--- src/rtl/d_mem_pkg.sv ---
// Shared defaults and derived field widths for the banked data memory.
package d_mem_pkg;

    localparam int DEFAULT_DATA_W     = 32;
    localparam int DEFAULT_ADDR_W     = 32;
    localparam int DEFAULT_NUM_CHIPS  = 4;
    localparam int DEFAULT_CHIP_WORDS = 16;

    localparam int CHIP_SEL_W = $clog2(DEFAULT_NUM_CHIPS);
    localparam int WORD_IDX_W = $clog2(DEFAULT_CHIP_WORDS);

endpackage

--- src/rtl/d_mem_chip.sv ---
// One memory bank: synchronous write and clear, combinational read.
module d_mem_chip
    import d_mem_pkg::*;
#(
    parameter int DATA_W     = DEFAULT_DATA_W,
    parameter int CHIP_WORDS = DEFAULT_CHIP_WORDS,
    parameter int IDX_W      = $clog2(CHIP_WORDS)
) (
    input  logic              clk,
    input  logic              reset,
    input  logic              we,
    input  logic [IDX_W-1:0]  idx,
    input  logic [DATA_W-1:0] wdata,
    output logic [DATA_W-1:0] rdata
);

    logic [DATA_W-1:0] mem [CHIP_WORDS];

    always_ff @(posedge clk) begin
        if (reset) begin
            for (int unsigned i = 0; i < CHIP_WORDS; i++) begin
                mem[i] <= '0;
            end
        end else if (we) begin
            mem[idx] <= wdata;
        end
    end

    assign rdata = mem[idx];

endmodule

--- src/rtl/d_mem_base.sv ---
// Banked word-addressed data memory: NUM_CHIPS banks, chip select decode,
// read mux and registered read data.
module d_mem_base
    import d_mem_pkg::*;
#(
    parameter int DATA_W     = DEFAULT_DATA_W,
    parameter int ADDR_W     = DEFAULT_ADDR_W,
    parameter int NUM_CHIPS  = DEFAULT_NUM_CHIPS,
    parameter int CHIP_WORDS = DEFAULT_CHIP_WORDS
) (
    input  logic              clk,
    input  logic              reset,
    input  logic              enable,
    input  logic [ADDR_W-1:0] addr,
    input  logic [DATA_W-1:0] dataIn,
    input  logic              readWrite,
    output logic [DATA_W-1:0] dataOut
);

    localparam int SEL_W = $clog2(NUM_CHIPS);
    localparam int IDX_W = $clog2(CHIP_WORDS);
    localparam int TOT_W = SEL_W + IDX_W;

    logic [SEL_W-1:0]  sel;
    logic [IDX_W-1:0]  idx;
    logic              in_range;
    logic [DATA_W-1:0] rd [NUM_CHIPS];

    assign sel = addr[IDX_W +: SEL_W];
    assign idx = addr[IDX_W-1:0];

    // Any set bit above the chip-select field means the address is past the end.
    generate
        if (ADDR_W > TOT_W) begin : g_range
            assign in_range = ~|addr[ADDR_W-1:TOT_W];
        end else begin : g_full
            assign in_range = 1'b1;
        end
    endgenerate

    for (genvar c = 0; c < NUM_CHIPS; c++) begin : g_chip
        logic we;
        assign we = enable & readWrite & in_range & (sel == SEL_W'(c));

        d_mem_chip #(
            .DATA_W     (DATA_W),
            .CHIP_WORDS (CHIP_WORDS),
            .IDX_W      (IDX_W)
        ) u_chip (
            .clk   (clk),
            .reset (reset),
            .we    (we),
            .idx   (idx),
            .wdata (dataIn),
            .rdata (rd[c])
        );
    end

    always_ff @(posedge clk) begin
        if (reset) begin
            dataOut <= '0;
        end else if (enable && !readWrite) begin
            dataOut <= in_range ? rd[sel] : '0;
        end
    end

endmodule

--- config.mk ---
export PLATFORM = sky130hd
export DESIGN_NAME = d_mem_base
export DESIGN_NICKNAME = d
export VERILOG_FILES = /design/src/rtl/d_mem_pkg.sv /design/src/rtl/d_mem_chip.sv /design/src/rtl/d_mem_base.sv
export SDC_FILE = /design/constraint.sdc
export NUM_CORES = 2
export LEC_CHECK = 0
export CORE_UTILIZATION = 55
export CTS_BUF_LIST = sky130_fd_sc_hd__clkbuf_4
export DETAILED_ROUTE_END_ITERATION = 10
export PLACE_DENSITY = 0.67
export SLEW_MARGIN = 20
export SYNTH_ARGS = -nofsm -noshare
export SYNTH_HDL_FRONTEND = slang
export SYNTH_HIERARCHICAL = 1
export SYNTH_SLANG_ARGS = --single-unit
--- constraint.sdc ---
create_clock -name clk -period 7.95 [get_ports clk]
set_clock_uncertainty 0.2 [all_clocks]
set_input_delay 1.9875 -clock clk [delete_from_list [all_inputs] [get_ports clk]]
set_output_delay 1.9875 -clock clk [all_outputs]
set_load 0.01 [all_outputs]
## Word level (Yosys, flattened, before mapping)

Memories as Yosys holds them, arrays and structs flattened.
Cells that the tools add are included.

| cells by class | value |
|---|---|
| magnitude comparators | 1 |
| eq/ne operators | 3 |
| mux-type cells | 30 |
| bitwise operators | 7 |
| reductions and logical operators | 9 |

Operator list:

| kind | count |
|---|---|
| two-way mux 32 bit | 7 |
| OR reduction 32 bit | 4 |
| binary-select mux 32 bit (select 2 bit) | 1 |
| OR reduction 26 bit | 1 |
| two-way mux 1 bit | 18 |
| two-way mux 4 bit | 4 |
| bitwise AND 1 bit | 6 |
| == test 2 bit, second input constant | 2 |
| greater-or-equal comparator 3 bit, second input constant | 1 |
| inverter 2 -> 3 bit | 1 |
| == test 2 x 1 -> 1 bit, second input constant | 1 |
| zero test 1 bit | 2 |
| zero test 2 bit | 1 |
| logical AND 1 bit | 1 |

| storage, ports and cells | value |
|---|---|
| bits in registers | 32 |
| bits in writable memories | 2048 |
| logic and storage cells | 55 |
| memories | 4 |

Memories:

| name | words | width | read ports | clocked after memory_dff | wr ports | RTL line | RTL |
|---|---|---|---|---|---|---|---|
| g_chip[0].u_chip.mem | 16 | 32 | 1 | 0 | 16 | d_mem_chip.sv:17 | `logic [DATA_W-1:0] mem [CHIP_WORDS];` |
| g_chip[1].u_chip.mem | 16 | 32 | 1 | 0 | 16 | d_mem_chip.sv:17 |  |
| g_chip[2].u_chip.mem | 16 | 32 | 1 | 0 | 16 | d_mem_chip.sv:17 |  |
| g_chip[3].u_chip.mem | 16 | 32 | 1 | 0 | 16 | d_mem_chip.sv:17 |  |

## Longest topological paths before layout

| logic depth | value |
|---|---|
| depth in word-level cells | 9 |
| mapped depth | 9 |
| depth with buffers taken out | 6 |

## Modules after synthesis

Netlist, hierarchy kept.

Modules (own cells, without submodules):

| module | times used | cells an instance | area each (µm²) | sequential area each (µm²) |
|---|---|---|---|---|
| d_mem_chip | 4 | 1418 | 22879.4 | 15374.7 |
| d_mem_base | 1 | 196 | 1998.2 | 640.6 |

## Least setup slack after synthesis

Ideal clock, no wire load.

| timing | value |
|---|---|
| path type | input-to-reg |
| start | in addr[5] |
| end | mem g_chip[2].u_chip/mem[0][0] in the netlist's numbering (enable) |
| data arrival time | 4.293 ns |
| data required time | 7.375 ns |
| setup slack | 3.082 ns |
| cell stages on the path | 7 |
| path buffers | 2 |
| path through | clkbuf_1 clkbuf_1 nand4b_1 nor4_1 or4b_4 nor3_4 or2_2 |

RTL lines:

| what | RTL line | RTL |
|---|---|---|
| start: declaration | d_mem_base.sv:14 | `input logic [ADDR_W-1:0] addr,` |
| end: declaration | d_mem_chip.sv:17 |  |

==> reports/summary.txt <==
OUTCOME
----------------------------------------------------------------------------------
Status                                                                   completed

FLOORPLAN
----------------------------------------------------------------------------------
Number of standard-cell rows in the floorplan                                  150
Top-level port count                                                           100
Die Wd                                                                      414 µm
Floorplan die height                                                        414 µm
Initial Utilization                                                          55.7%
Floorplan Core Area                                                     168000 µm²
Area of the die                                                         172000 µm²

CRITICAL PATH
----------------------------------------------------------------------------------
Worst path bufs/invs                                                             2
Setup slack, reg-to-reg                                                    5.07 ns
Top cell family by delay on the critical path                         simple AND/OR/NAND/NOR gates
Worst Path Max Fanout                                                           33
Worst-path cell chain                                                 clkdlybuf4s50_1, nor4_1, nand4_1, nor4_2, nand4bb_1, nor2_2, buf_4, or2_2
Critical Path Source Type                                               input port
Largest stage delay on the critical path                                   0.97 ns
Capturing element type of the critical path                               register
Critical path start-end classification                                input port to register
Req. time, crit path                                                       8.70 ns
Max stage delay cell, worst path                                      sky130_fd_sc_hd__nor4_2
Arrival time of data at the critical path endpoint                         5.78 ns

CLOCK NETWORK
----------------------------------------------------------------------------------
Insertion delay to the later sink of the worst-skew pair                   1.36 ns
CTS tree                                                                      done
Number of levels in the clock H-tree                                             6
Post-cts sizing count                                                            0
Number of clock sinks seen by CTS                                             2080
Total setup buffers inserted after CTS                                           0
Clock buffer depth                                                               4
Inserted Clock Buffers                                                         562
Clock tree root driver cell                                           sky130_fd_sc_hd__clkbuf_4
Hold-fix buffers, CTS                                                            0
Clk pin slew, worst setup/hold paths                                       0.06 ns

DETAILED ROUTING
----------------------------------------------------------------------------------
Number of vias in the routed layout                                          53.1k
Number of vias per cell after detailed routing                                6.09
Drt first-iter violations                                                     6433
Post-Route WL                                                               262 mm
Number of design rule violations left after detail routing                       0
Total iterations of the first detailed-routing run                               6
Antenna viol nets, final                                                         0
Average wire per cell in the routed design                                 30.1 µm

FINISH
----------------------------------------------------------------------------------
Total Nets Final                                                              6222
Layout overhead on the synthesized area                                      10.2%
Final cell count without fillers                                              8721
Fillers                                                                      12.4k
Share of final-layout standard cells stronger than drive strength 1          26.9%
Final standard cell utilization of the core                                  61.4%

MIN PATH
----------------------------------------------------------------------------------
Path category of the worst min-delay check                            register to register

SYNTH
----------------------------------------------------------------------------------
Top-area cell type share of the netlist area                                 65.8%
Leading cell types by total area after synthesis                      sky130_fd_sc_hd__edfxtp_1, sky130_fd_sc_hd__and2_1, sky130_fd_sc_hd__mux4_2, sky130_fd_sc_hd__a22oi_1, sky130_fd_sc_hd__clkbuf_1
Synth Instances                                                               5868
Main synth FF type                                                    sky130_fd_sc_hd__edfxtp_1
Count of different cell masters after synthesis                                 33
Number of synthesized flops with an enable pin                                2048
Register bit total from synthesis                                             2080
Synth warnings                                                                   6
Most repeated cell in the gate-level netlist after synthesis          sky130_fd_sc_hd__and2_1
Async set-reset flop share out of synthesis                                     0%
Most numerous cell types in the synthesized netlist                   sky130_fd_sc_hd__and2_1, sky130_fd_sc_hd__edfxtp_1, sky130_fd_sc_hd__mux4_2, sky130_fd_sc_hd__clkbuf_1, sky130_fd_sc_hd__a22oi_1
Mean instance size in the synthesized netlist                             15.9 µm²
Syn Std Cell Area                                                        93500 µm²
Sequential cell area fraction in the yosys report                            66.4%
Number of nets produced by synthesis                                          5936
Cell type contributing the most total cell area after synthesis       sky130_fd_sc_hd__edfxtp_1

RUN
----------------------------------------------------------------------------------
Number of violations of the max-capacitance limit                                0

TIMING
----------------------------------------------------------------------------------
Slew headroom                                                                23.3%
Slew at the pin closest to its max-slew limit                              1.15 ns
Achievable clock frequency                                                 199 MHz
Post-route clock period utilization                                          63.3%
Summed negative setup slack over all endpoints                                0 ns
Final setup fails                                                                0
Final hold violation count                                                       0
Max-slew violations                                                              0
Setup repair after global routing missed its margin                          false
Final min period                                                           5.03 ns

GLOBAL ROUTING
----------------------------------------------------------------------------------
Initial antenna violation count                                                 15
Global routing usage summed across all routing layers                        30.5%
Maximum number of pins on one net before global-route repair                    82
Total grt overflow                                                               0
Number of global-route vias before repair                                    52.8k
Global-route wire length before repair                                      374 mm

PLACE
----------------------------------------------------------------------------------
Placer congestion estimate                                                   0.853
PortBufs                                                                        99
Dpl cells                                                                     7794
Post-detail-place hpwl                                                      148 mm

POWER
----------------------------------------------------------------------------------
Worst ir drop on vdd                                                      0.188 mV
Total power divided by cell area                                        231 nW/µm²
Leakage component of the power                                           0.0363 µW

per-layer routing:
metal	wire length, µm	vias up	share of wire [%]	global-route usage (%)
li1	-	22582	-	-
met1	102000	27401	39	42.1
met2	125000	2684	48	47.9
met3	24800	437	9.5	6.30
met4	9770	4	3.7	12.3
met5	32	-	0.012	0
through the flow:
| step | hold slack [ns] | setup slack (ns) | power, µW | cell area [µm²] |
|---|---|---|---|---|
| floorplan | 0.269 | 3.08 | 13900 | 93500 |
| finish | 0.254 | 2.92 | 23800 | 103000 |
| CTS | 0.254 | 3.08 | 24000 | 103000 |
| detailed placement | 0.245 | 1.62 | 14800 | 96300 |
| global route | 0.272 | 2.72 | 24600 | 103000 |
| global placement | 0.241 | 1.63 | 14700 | 96300 |
final cells by class:
class,instances,area (µm²),area share (%)
sequential,2080,62100,60.3
multi-input combinational,3233,29200,28.3
clock buffer,848,6370,6.18
tap,2204,2760,2.68
timing repair buffer,244,2070,2.01
clock inverter,69,369,0.358
inverter,33,124,0.120
antenna,10,25.0,0.0243
power by group:
group,internal [µW],switching (µW),leakage [µW]
clock network,4940,4310,0.00410
registers,12500,151,0.0197
logic,608,1230,0.0125
path summary, 6_finish.rpt:
check                                   start                     endpoint  cells past startpoint
setup / recovery                     addr[13]  g_chip[1].u_chip/mem[9][14]                      8
hold / removal                     dataOut[9]                   dataOut[9]                      2
setup reg to reg  g_chip[3].u_chip/mem[3][25]                  dataOut[25]                      6
hold reg to reg                    dataOut[9]                   dataOut[9]                      2
kinds of logic (layout without fill, tap and decap cells):
group	after synthesis	after routing	synth area share, %
AOI/OAI and AO/OA	289	289	2.25
DFF	2080	2080	66.4
muxes	544	544	13.1
and+or+nand+nor	2400	2400	15.7
other	0	10	0
buffers and inverters	555	1194	2.53
worst min-delay path: cells and delay by family, from the launching register on:
kind	cells	cell delay, ns
simple gates	1	0.05
compound gates	1	0.05
flops	1	0.31
flip-flops by register name (all words and copies together) (netlist names):
| name | cells |
|---|---|
| dataOut | 32 |
| g_chip.u_chip/mem | 2048 |
cells in the final DEF, fill, tap and decap left out, types with 5 or more instances in the layout:
cell	n
sky130_fd_sc_hd__nor3_4	11
sky130_fd_sc_hd__nand2_1	165
sky130_fd_sc_hd__buf_12	13
sky130_fd_sc_hd__clkdlybuf4s50_1	60
sky130_fd_sc_hd__or2_2	64
sky130_fd_sc_hd__a22oi_1	256
sky130_fd_sc_hd__inv_2	13
sky130_fd_sc_hd__buf_4	133
sky130_fd_sc_hd__nand2b_1	8
sky130_fd_sc_hd__nor2b_2	8
sky130_fd_sc_hd__nand4bb_1	8
sky130_fd_sc_hd__o21ai_1	26
sky130_fd_sc_hd__nor4_1	7
sky130_fd_sc_hd__diode_2	10
sky130_fd_sc_hd__nand4b_1	6
sky130_fd_sc_hd__clkinv_1	48
sky130_fd_sc_hd__and2_1	2051
sky130_fd_sc_hd__dfxtp_1	32
sky130_fd_sc_hd__edfxtp_1	2048
sky130_fd_sc_hd__clkbuf_4	848
sky130_fd_sc_hd__mux4_2	544
sky130_fd_sc_hd__inv_1	33
sky130_fd_sc_hd__nor3_2	5
sky130_fd_sc_hd__nor2_2	52
sky130_fd_sc_hd__buf_2	36
(Power assumes the default switching activity.)
